### src/rtl/iobuf_bank_pkg.sv
// Shared types and helpers for the I/O buffer bank: channel state
// enumeration and a counter-width helper for the per-channel counters.
package iobuf_bank_pkg;

  // Per-channel sequencing states.
  typedef enum logic [2:0] {
    ST_IN       = 3'd0,
    ST_TURN_OUT = 3'd1,
    ST_DRIVE    = 3'd2,
    ST_TURN_IN  = 3'd3,
    ST_FAULT    = 3'd4
  } chan_state_t;

  // Bits needed to hold values 0..max_val (never less than one bit).
  function automatic int cnt_width(input int max_val);
    return (max_val < 1) ? 1 : $clog2(max_val + 1);
  endfunction

endpackage

### src/rtl/iobuf_bank_if.sv
// Buffer-facing bundle of the I/O bank: direction, open-drain and the
// FPGA-side data/enable towards the level shifters, plus the pad readback.
interface iobuf_bank_if #(
  parameter int CHANNELS = 5
);

  logic [CHANNELS-1:0] bufdir;
  logic [CHANNELS-1:0] bufod;
  logic [CHANNELS-1:0] bufio_o;
  logic [CHANNELS-1:0] bufio_oe;
  logic [CHANNELS-1:0] bufio_i;

  // The bank drives the buffers and reads the pads.
  modport master (
    output bufdir,
    output bufod,
    output bufio_o,
    output bufio_oe,
    input  bufio_i
  );

  // Pad/buffer side: observes controls, returns pin level.
  modport slave (
    input  bufdir,
    input  bufod,
    input  bufio_o,
    input  bufio_oe,
    output bufio_i
  );

endinterface

### src/rtl/iobuf_chan.sv
// One bidirectional I/O channel: break-before-make direction sequencing,
// pin input synchroniser, expected-value pipeline and contention filter
// that drops the channel into an input-only fault state.
module iobuf_chan
  import iobuf_bank_pkg::*;
#(
  parameter int SYNC_STAGES = 2,
  parameter int TURN_CYCLES = 2,
  parameter int FILTER_LEN  = 8
) (
  input  logic clock,
  input  logic reset,
  input  logic dir_req,
  input  logic od_req,
  input  logic dout,
  input  logic fault_clr,
  input  logic pin_i,
  output logic din,
  output logic busy,
  output logic contention,
  output logic bufdir,
  output logic bufod,
  output logic bufio_o,
  output logic bufio_oe
);

  localparam int TW = cnt_width(TURN_CYCLES);
  localparam int MW = cnt_width(FILTER_LEN);
  localparam int RW = cnt_width(SYNC_STAGES);

  localparam logic [TW-1:0] TURN_LAST = TW'(TURN_CYCLES - 1);
  localparam logic [MW-1:0] MIS_LAST  = MW'(FILTER_LEN - 1);
  localparam logic [MW-1:0] MIS_MAX   = MW'(FILTER_LEN);
  localparam logic [RW-1:0] RES_MAX   = RW'(SYNC_STAGES);

  chan_state_t state_reg, state_next;
  logic [TW-1:0] turn_cnt_reg, turn_cnt_next;
  logic [MW-1:0] mis_cnt_reg, mis_cnt_next;
  logic [RW-1:0] res_cnt_reg, res_cnt_next;
  logic          o_reg, od_reg;
  logic [SYNC_STAGES-1:0] sync_reg;
  logic [SYNC_STAGES-1:0] exp_o_reg;
  logic [SYNC_STAGES-1:0] exp_od_reg;

  logic exp_val, exp_od, check_en, mismatch;

  // The expected pipeline has the same depth as the synchroniser, so the
  // oldest entries of both describe the same bus cycle.
  assign din      = sync_reg[SYNC_STAGES-1];
  assign exp_val  = exp_o_reg[SYNC_STAGES-1];
  assign exp_od   = exp_od_reg[SYNC_STAGES-1];
  // Only compare once the pipelines hold values driven in this DRIVE stay.
  assign check_en = (state_reg == ST_DRIVE) && (res_cnt_reg == RES_MAX);
  // An open-drain high is a release; whatever the pin does then is legal.
  assign mismatch = check_en && (din != exp_val) && !(exp_od && exp_val);

  assign bufdir     = (state_reg == ST_TURN_OUT) || (state_reg == ST_DRIVE) ||
                      (state_reg == ST_TURN_IN);
  assign bufio_oe   = (state_reg == ST_DRIVE);
  assign busy       = (state_reg == ST_TURN_OUT) || (state_reg == ST_TURN_IN);
  assign contention = (state_reg == ST_FAULT);
  assign bufio_o    = o_reg;
  assign bufod      = od_reg;

  // Next-state, turnaround timing and filter counters.
  always_comb begin
    state_next    = state_reg;
    turn_cnt_next = turn_cnt_reg;
    mis_cnt_next  = '0;
    res_cnt_next  = '0;
    case (state_reg)
      ST_IN: begin
        if (dir_req) begin
          state_next    = ST_TURN_OUT;
          turn_cnt_next = '0;
        end
      end
      ST_TURN_OUT: begin
        if (turn_cnt_reg == TURN_LAST) state_next = ST_DRIVE;
        else turn_cnt_next = turn_cnt_reg + TW'(1);
      end
      ST_DRIVE: begin
        // A fault outranks a concurrent direction change.
        if (mismatch && (mis_cnt_reg == MIS_LAST)) begin
          state_next = ST_FAULT;
        end else if (!dir_req) begin
          state_next    = ST_TURN_IN;
          turn_cnt_next = '0;
        end
      end
      ST_TURN_IN: begin
        if (turn_cnt_reg == TURN_LAST) state_next = ST_IN;
        else turn_cnt_next = turn_cnt_reg + TW'(1);
      end
      ST_FAULT: begin
        if (fault_clr) state_next = ST_IN;
      end
      default: state_next = ST_IN;
    endcase

    if ((state_next == ST_DRIVE) && mismatch)
      mis_cnt_next = (mis_cnt_reg == MIS_MAX) ? MIS_MAX : mis_cnt_reg + MW'(1);

    if (state_reg == ST_DRIVE)
      res_cnt_next = (res_cnt_reg == RES_MAX) ? RES_MAX : res_cnt_reg + RW'(1);
  end

  // State, counters and driven data; data is forced low outside DRIVE.
  always_ff @(posedge clock) begin
    if (!reset) begin
      state_reg    <= ST_IN;
      turn_cnt_reg <= '0;
      mis_cnt_reg  <= '0;
      res_cnt_reg  <= '0;
      o_reg        <= 1'b0;
      od_reg       <= 1'b0;
    end else begin
      state_reg    <= state_next;
      turn_cnt_reg <= turn_cnt_next;
      mis_cnt_reg  <= mis_cnt_next;
      res_cnt_reg  <= res_cnt_next;
      o_reg        <= (state_next == ST_DRIVE) ? dout   : 1'b0;
      od_reg       <= (state_next == ST_DRIVE) ? od_req : 1'b0;
    end
  end

  // Pin synchroniser and the matching delay line of what was driven.
  always_ff @(posedge clock) begin
    if (!reset) begin
      sync_reg   <= '0;
      exp_o_reg  <= '0;
      exp_od_reg <= '0;
    end else begin
      sync_reg   <= {sync_reg[SYNC_STAGES-2:0], pin_i};
      exp_o_reg  <= {exp_o_reg[SYNC_STAGES-2:0], o_reg};
      exp_od_reg <= {exp_od_reg[SYNC_STAGES-2:0], od_reg};
    end
  end

endmodule

### src/rtl/iobuf_bank.sv
// Bank of independent I/O channels sitting between the protocol engines
// and the level-shifter pads. Each channel is a separate iobuf_chan; the
// pad-facing signals are gathered here onto the buffer interface.
module iobuf_bank
  import iobuf_bank_pkg::*;
#(
  parameter int CHANNELS    = 5,
  parameter int SYNC_STAGES = 2,
  parameter int TURN_CYCLES = 2,
  parameter int FILTER_LEN  = 8
) (
  input  logic                clock,
  input  logic                reset,
  input  logic [CHANNELS-1:0] dir_req,
  input  logic [CHANNELS-1:0] od_req,
  input  logic [CHANNELS-1:0] dout,
  input  logic [CHANNELS-1:0] fault_clr,
  output logic [CHANNELS-1:0] din,
  output logic [CHANNELS-1:0] busy,
  output logic [CHANNELS-1:0] contention,
  iobuf_bank_if.master        pad
);

  logic [CHANNELS-1:0] bufdir_w;
  logic [CHANNELS-1:0] bufod_w;
  logic [CHANNELS-1:0] bufio_o_w;
  logic [CHANNELS-1:0] bufio_oe_w;

  generate
    for (genvar gi = 0; gi < CHANNELS; gi++) begin : g_chan
      iobuf_chan #(
        .SYNC_STAGES (SYNC_STAGES),
        .TURN_CYCLES (TURN_CYCLES),
        .FILTER_LEN  (FILTER_LEN)
      ) u_chan (
        .clock      (clock),
        .reset      (reset),
        .dir_req    (dir_req[gi]),
        .od_req     (od_req[gi]),
        .dout       (dout[gi]),
        .fault_clr  (fault_clr[gi]),
        .pin_i      (pad.bufio_i[gi]),
        .din        (din[gi]),
        .busy       (busy[gi]),
        .contention (contention[gi]),
        .bufdir     (bufdir_w[gi]),
        .bufod      (bufod_w[gi]),
        .bufio_o    (bufio_o_w[gi]),
        .bufio_oe   (bufio_oe_w[gi])
      );
    end
  endgenerate

  assign pad.bufdir   = bufdir_w;
  assign pad.bufod    = bufod_w;
  assign pad.bufio_o  = bufio_o_w;
  assign pad.bufio_oe = bufio_oe_w;

endmodule

### src/flat_wrapper.sv
// flat-port wrapper written by rule: the top's interface ports become plain ports
module iobuf_bank_flat import iobuf_bank_pkg::*;
#(
  parameter int CHANNELS    = 5,
  parameter int SYNC_STAGES = 2,
  parameter int TURN_CYCLES = 2,
  parameter int FILTER_LEN  = 8
)
  (clock, reset, dir_req, od_req, dout, fault_clr, din, busy, contention, pad_bufdir, pad_bufod, pad_bufio_o, pad_bufio_oe, pad_bufio_i);
  iobuf_bank_if #(.CHANNELS(CHANNELS)) pad_i ();
  input  logic clock;
  input  logic reset;
  input  logic [CHANNELS-1:0] dir_req;
  input  logic [CHANNELS-1:0] od_req;
  input  logic [CHANNELS-1:0] dout;
  input  logic [CHANNELS-1:0] fault_clr;
  output logic [CHANNELS-1:0] din;
  output logic [CHANNELS-1:0] busy;
  output logic [CHANNELS-1:0] contention;
  output wire logic [$bits(pad_i.bufdir)-1:0] pad_bufdir;
  output wire logic [$bits(pad_i.bufod)-1:0] pad_bufod;
  output wire logic [$bits(pad_i.bufio_o)-1:0] pad_bufio_o;
  output wire logic [$bits(pad_i.bufio_oe)-1:0] pad_bufio_oe;
  input wire logic [$bits(pad_i.bufio_i)-1:0] pad_bufio_i;
  assign pad_bufdir = pad_i.bufdir;
  assign pad_bufod = pad_i.bufod;
  assign pad_bufio_o = pad_i.bufio_o;
  assign pad_bufio_oe = pad_i.bufio_oe;
  assign pad_i.bufio_i = pad_bufio_i;
  iobuf_bank #(.CHANNELS(CHANNELS), .SYNC_STAGES(SYNC_STAGES), .TURN_CYCLES(TURN_CYCLES), .FILTER_LEN(FILTER_LEN)) u_core (.clock(clock), .reset(reset), .dir_req(dir_req), .od_req(od_req), .dout(dout), .fault_clr(fault_clr), .din(din), .busy(busy), .contention(contention), .pad(pad_i));
endmodule
### config.mk
export PLATFORM = sky130hd
export DESIGN_NAME = iobuf_bank_flat
export DESIGN_NICKNAME = d
export VERILOG_FILES = /design/src/rtl/iobuf_bank_pkg.sv /design/src/rtl/iobuf_bank_if.sv /design/src/rtl/iobuf_chan.sv /design/src/rtl/iobuf_bank.sv /design/src/flat_wrapper.sv
export SDC_FILE = /design/constraint.sdc
export NUM_CORES = 1
export LEC_CHECK = 0
export BUFFER_PORTS_ARGS = -buffer_cell sky130_fd_sc_hd__buf_2
export CAP_MARGIN = 15
export CELL_PAD_IN_SITES_DETAIL_PLACEMENT = 1
export CELL_PAD_IN_SITES_GLOBAL_PLACEMENT = 1
export CORE_UTILIZATION = 45
export CTS_BUF_LIST = sky130_fd_sc_hd__clkbuf_4 sky130_fd_sc_hd__clkbuf_8
export CTS_CLUSTER_DIAMETER = 100
export DETAILED_ROUTE_END_ITERATION = 8
export PLACE_DENSITY_LB_ADDON = 0.2
export RECOVER_POWER = 25
export SYNTH_ARGS = -nofsm -noshare
export SYNTH_HDL_FRONTEND = slang
export SYNTH_SLANG_ARGS = --single-unit
### constraint.sdc
create_clock -name clock -period 2.2 [get_ports clock]
set_clock_uncertainty 0.2 [all_clocks]
set_input_delay 0.44 -clock clock [delete_from_list [all_inputs] [get_ports clock]]
set_output_delay 0.44 -clock clock [all_outputs]
set_load 0.03 [all_outputs]
# After elaboration in Yosys (flattened, before gate mapping)
# Cells that the tools add are included.
[totals]
latch_bits = 0
in_bits = 27
mem_count = 0
ram_bits = 0
wordCells = 316
ff_bits = 95
mem_bits_ro = 0
output_inout_bits = 35
[op_classes]
n_mul = 0
reduce_logical = 95
div = 0
magnitude_cmp = 0
addsub = 15
n_mux = 70
n_bitwise = 11
n_eq_ne = 70
shift = 0
[ops]
columns = ["op", "n"]
rows = [
  ["3-bit two-way mux", 30],
  ["3-bit one-hot mux with 5 select lines", 5],
  ["2-bit two-way mux", 25],
  ["3-bit by 2-bit == test with 1-bit output (second input constant)", 15],
  ["2-bit inequality test (second input constant)", 20],
  ["1-bit logical AND", 30],
  ["2-bit one-hot mux with 3 select lines", 5],
  ["2-bit AND reduction", 15],
  ["3-bit OR reduction", 10],
  ["5-bit AND reduction", 5],
  ["2-bit by 1-bit adder with 2-bit output (second input constant)", 10],
  ["4-bit by 1-bit adder with 4-bit output (second input constant)", 5],
  ["4-bit by 3-bit == test with 1-bit output (second input constant)", 5],
  ["4-bit == test (second input constant)", 5],
  ["4-bit two-way mux", 5],
  ["3-bit by 1-bit == test with 1-bit output (second input constant)", 5],
  ["3-bit == test (second input constant)", 5],
  ["3-bit logical NOT", 5],
  ["1-bit logical OR", 15],
  ["3-bit nonzero test", 5],
  ["1-bit inverter", 11],
  ["2-bit by 1-bit == test with 1-bit output (second input constant)", 5],
  ["2-bit == test (second input constant)", 5],
  ["2-bit OR reduction", 5],
  ["other kinds (2)", 10],
]

# Depth between registers and ports, before layout
[logic_depth]
word_depth = 11
mapped_depth = 6
ltp_nobuf = 6

# By module
# Synthesis repeated with hierarchy kept, for this count alone.
[unflattened]
hier_cells = 414
hier_area_um2 = 4081.4
[by_module_without_submodules]
columns = ["module", "n_inst", "cells_per_inst", "area_per_inst_um2"]
rows = [
  ["iobuf_chan (u_core.g_chan[0].u_chan ...)", 4, 83, 818.3],
  ["iobuf_chan (u_core.g_chan[4].u_chan)", 1, 82, 808.3],
]

# Least setup slack after synthesis
# Ideal clock, no wire load.
[synth_path]
path_type = "reg2reg"
startpoint = "reg u_core.g_chan[2].u_chan.res_cnt_reg[0]"
endpoint = "reg u_core.g_chan[2].u_chan.turn_cnt_reg[1]"
path_stages_with_launch = 7
t_arrival_ps = 1510
setup_slack_ps = 420
required_time_ps = 1930
setup_time_ps = 70
path_cell_list = "dfxtp_1 > inv_1 > ha_1 > and4bb_1 > o211a_1 > or4_1 > a21boi_1"
[synth_between]
elab_chain_len = 7
[synth_rtl]
columns = ["element", "line_no", "rtl"]
rows = [
  ["from (decl)", "iobuf_chan.sv:39", "logic [RW-1:0] res_cnt_reg, res_cnt_next;"],
  ["from (signal assigned)", "iobuf_chan.sv:121", "res_cnt_reg <= res_cnt_next;"],
  ["2-bit == test", "iobuf_chan.sv:53", "assign check_en = (state_reg == ST_DRIVE) && (res_cnt_reg == RES_MAX);"],
  ["1-bit logical AND", "iobuf_chan.sv:53", ""],
  ["1-bit logical AND (2 in series)", "iobuf_chan.sv:55", "assign mismatch = check_en && (din != exp_val) && !(exp_od && exp_val);"],
  ["1-bit logical AND", "iobuf_chan.sv:84", "if (mismatch && (mis_cnt_reg == MIS_LAST)) begin"],
  ["2-bit inequality test (no line)", "--", ""],
  ["5-bit AND reduction (no line)", "--", ""],
  ["to (signal assigned)", "iobuf_chan.sv:119", "turn_cnt_reg <= turn_cnt_next;"],
  ["to (decl)", "iobuf_chan.sv:37", "logic [TW-1:0] turn_cnt_reg, turn_cnt_next;"],
]
# No other way between the ends.
# A chain may end at the register's enable or synchronous reset.

# Worst setup path after layout
[layout_path]
startpoint = "reg u_core.g_chan[1].u_chan.state_reg[1]"
endpoint = "out pad_bufio_oe[1]"
[layout_between]
elab_chain_len = 1
[layout_rtl]
columns = ["element", "line_no", "rtl"]
rows = [
  ["from (decl)", "iobuf_chan.sv:36", "chan_state_t state_reg, state_next;"],
  ["from (signal assigned)", "iobuf_chan.sv:118", "state_reg <= state_next;"],
  ["3-bit by 2-bit == test with 1-bit output", "iobuf_chan.sv:59", "assign bufio_oe = (state_reg == ST_DRIVE);"],
  ["to (decl)", "flat_wrapper.sv:23", "output wire logic [$bits(pad_i.bufio_oe)-1:0] pad_bufio_oe;"],
]
# No other way between the ends.

==> flow_summary_export.csv <==
group,metric,value,unit
cts,clk_root_buffer_cell,"sky130_fd_sc_hd__clkbuf_8",
flow_run,max_cap_violations,0,
sta,final_hold_violation_count,0,
global_routing,via_count_of_the_first_global_routing_pass,3224,
cts,ctsHoldBuffers,0,
cts,worst_skew_pair.late_latency,0.34,ns
status,outcome,"finished, final reports clean",
floorplan,area_enclosed_by_the_die_boundary,0.00994,mm2
sta,tightest_pin_transition,0.818,ns
final_layout,fin_nets,546,
worst_setup_path,path_max_fanout,6,
logic_synthesis,postSynthAreaPerCell,9.16,um2
power_and_ir_drop,leakagePower,1.94,nW
sta,grt_setup_unrepaired,"no",
cts,path_clk_slew,0.10,ns
worst_hold_path,worst_hold_stages,2,
logic_synthesis,synth.ff_latch_count,95,
global_routing,gr-total-overflow,0,
routing,route.vias.total,3138,
global_routing,grt_antenna_before_repair,0,
worst_setup_path,criticalPathCategory,"flop to output pin",
sta,slew-limit-headroom,45.5,%
floorplan,die_width,99.7,um
floorplan,core_footprint,0.00924,mm2
sta,final_period_minus_worst_setup_slack,2.12,ns
routing,ant_nets,0,
placement,place.port_buffers,61,
worst_hold_path,min_path_type,"input pin to flop",
worst_setup_path,worst_ep_arrival_time,1.48,ns
cts,cts_tree,"done",
routing,drt_iter0_markers,33,
floorplan,die-height,99.7,um
global_routing,grt_first_pass_wirelength,14.5,mm
logic_synthesis,post-synth-top-area-cell,"sky130_fd_sc_hd__dfxtp_1",
logic_synthesis,synthesis.area,0.00430,mm2
final_layout,fillers,1112,
worst_setup_path,r2r_cells,6,
logic_synthesis,synthMostInstantiatedCell,"sky130_fd_sc_hd__dfxtp_1",
cts,h_tree_depth_reported_by_cts,3,
final_layout,area.growth.synth_to_final,8.56,%
worst_setup_path,cp.required,1.56,ns
final_layout,final-instance-count-excl-fill,633,
cts,cts.repair.resized,0,
final_layout,final_layout_size_suffix_gt1_share,16.7,%
logic_synthesis,synth.distinct_cells,42,
floorplan,ios,62,
logic_synthesis,synth_largest_type_area_fraction,44.3,%
worst_setup_path,timing.critical_path.from_type,"flop",
final_layout,max_ffs_per_register,20,
logic_synthesis,synthTopCellsByCount,"sky130_fd_sc_hd__dfxtp_1, sky130_fd_sc_hd__nor2_1, sky130_fd_sc_hd__and2_1, sky130_fd_sc_hd__inv_1, sky130_fd_sc_hd__buf_4",
power_and_ir_drop,power.density_cell_area,682,mW/mm2
sta,fmaxAchievable,472,MHz
routing,first_pass_iters,4,
logic_synthesis,syn-instance-count,469,
placement,gp_routability_congestion,0.799,
cts,cts_bufs_inserted,9,
logic_synthesis,ys_warn_count,0,
floorplan,effective_utilization_at_floorplan,46.5,%
routing,viasPerCell,4.96,
routing,wl_per_cell,13.2,um
logic_synthesis,seq_area_frac_synth,44.3,%
cts,post-cts-setup-buffers,0,
sta,setup_violations,0,
placement,place.detailed.instances,617,
routing,wl,8.38,mm
logic_synthesis,synth-main-ff-cell,"sky130_fd_sc_hd__dfxtp_1",
worst_setup_path,worstSetupEndpointType,"output pin",
floorplan,rows,35,
power_and_ir_drop,vdd_ir_drop_max,0.284,mV
logic_synthesis,ys_async_sr_fraction,0,%
placement,hpwl,6.56,mm
cts,clock_tree.buffer_depth,2,
final_layout,fin_util,50.5,%
global_routing,pin_count_of_the_biggest_net_entering_global_routing,25,
routing,drc,0,
sta,post-route-period-util,96.3,%
global_routing,grt.total_usage,18.3,%
cts,clock-sinks,95,
logic_synthesis,yosys-top-cells-area,"sky130_fd_sc_hd__dfxtp_1, sky130_fd_sc_hd__buf_4, sky130_fd_sc_hd__ha_1",
sta,setup_total_negative_slack,0,ns
sta,report.final.slew_viol_count,0,
final_layout,number_of_antenna_diodes,0,
logic_synthesis,synth_fp_nets,516,
logic_synthesis,number_of_enable_type_register_cells_in_the_synthesized_netlist,0,
-- power by group --
part           switching (W)  total (W)  leakage [nW]  internal, W
Clock               0.000595    0.00104        0.0926     0.000446
Combinational       0.000216   0.000342          1.07     0.000126
Sequential         0.0000408    0.00180         0.770      0.00176
Total               0.000851    0.00318          1.94      0.00233
-- through the flow --
step | cell area, um2 | hold slack [ns] | setup WS [ns] | total power [W]
6_report | 4660 | 0.0915 | 0.0809 | 0.00318
2_1_floorplan | 4300 | 0.197 | 0.420 | 0.00211
3_5_place_dp | 4480 | 0.212 | 0.284 | 0.00219
3_3_place_gp | 4480 | 0.204 | 0.377 | 0.00217
4_1_cts | 4660 | 0.0720 | 0.00903 | 0.00325
5_1_grt | 4660 | 0.0852 | 0.0213 | 0.00336
-- layout by cell type (no fill, tap or decap), drive strengths merged, types with 6 or more instances in the layout --
cell and count:
dfxtp 95, buf 61, nor2 45, inv 38, and2 37, ha 20
nand2 17, nor3b 17, o21ai 17, a21oi 14, nor3 14, clkbuf 13
nand3b 10, xor2 9, nand3 8, nand4 8, nand2b 8, mux2i 7
xnor2 7, and3b 6
-- area by class of cell --
| class | instances | area, um2 | area share (%) |
|---|---|---|---|
| multi-input combinational | 292 | 1960 | 42.0 |
| sequential | 95 | 1900 | 40.8 |
| timing repair buffer | 64 | 319 | 6.84 |
| tap | 129 | 161 | 3.46 |
| inverter | 37 | 139 | 2.98 |
| clock buffer | 10 | 138 | 2.95 |
| clock inverter | 6 | 43.8 | 0.939 |
-- worst max-delay path: stages, from the launching register on --
cell                      delay, ns
sky130_fd_sc_hd__dfxtp_1       0.44
sky130_fd_sc_hd__or3b_4        0.44
sky130_fd_sc_hd__inv_1         0.08
sky130_fd_sc_hd__buf_2         0.19
-- per-layer routing --
| layer | vias up | share of wire [%] | track usage, % |
|---|---|---|---|
| li1 | 1610 | - | - |
| met1 | 1481 | 44 | 21.4 |
| met2 | 40 | 52 | 33.2 |
| met3 | 7 | 3.1 | 3.51 |
| met4 | 0 | 0.93 | 6.67 |
| met5 | - | 0 | 0 |
-- final timing paths --
kind	to	from	slack, ns
worst max-delay path	pad_bufio_oe[1]	u_core.g_chan[1].u_chan.state_reg[1]$_SDFF_PN0_	0.08
worst min-delay path	u_core.g_chan[2].u_chan.sync_reg[0]$_SDFF_PN0_	pad_bufio_i[2]	0.09
worst min register to register	u_core.g_chan[4].u_chan.res_cnt_reg[0]$_SDFF_PP0_	u_core.g_chan[4].u_chan.res_cnt_reg[0]$_SDFF_PP0_	0.22
worst max register to register	u_core.g_chan[2].u_chan.turn_cnt_reg[1]$_SDFFE_PN0P_	u_core.g_chan[2].u_chan.res_cnt_reg[0]$_SDFF_PP0_	0.25
-- cells by family (layout without fill, tap and decap cells) --
family,after synthesis,in the layout,share of synthesized area (%)
flops,95,95,44.3
mux,7,7,1.63
fa+ha+maj,20,20,5.83
xor+xnor,16,16,3.26
simple gates,185,185,24.8
compound gates,64,64,9.96
buf+inv,82,117,10.3
Power figures use the tool's default switching activity.
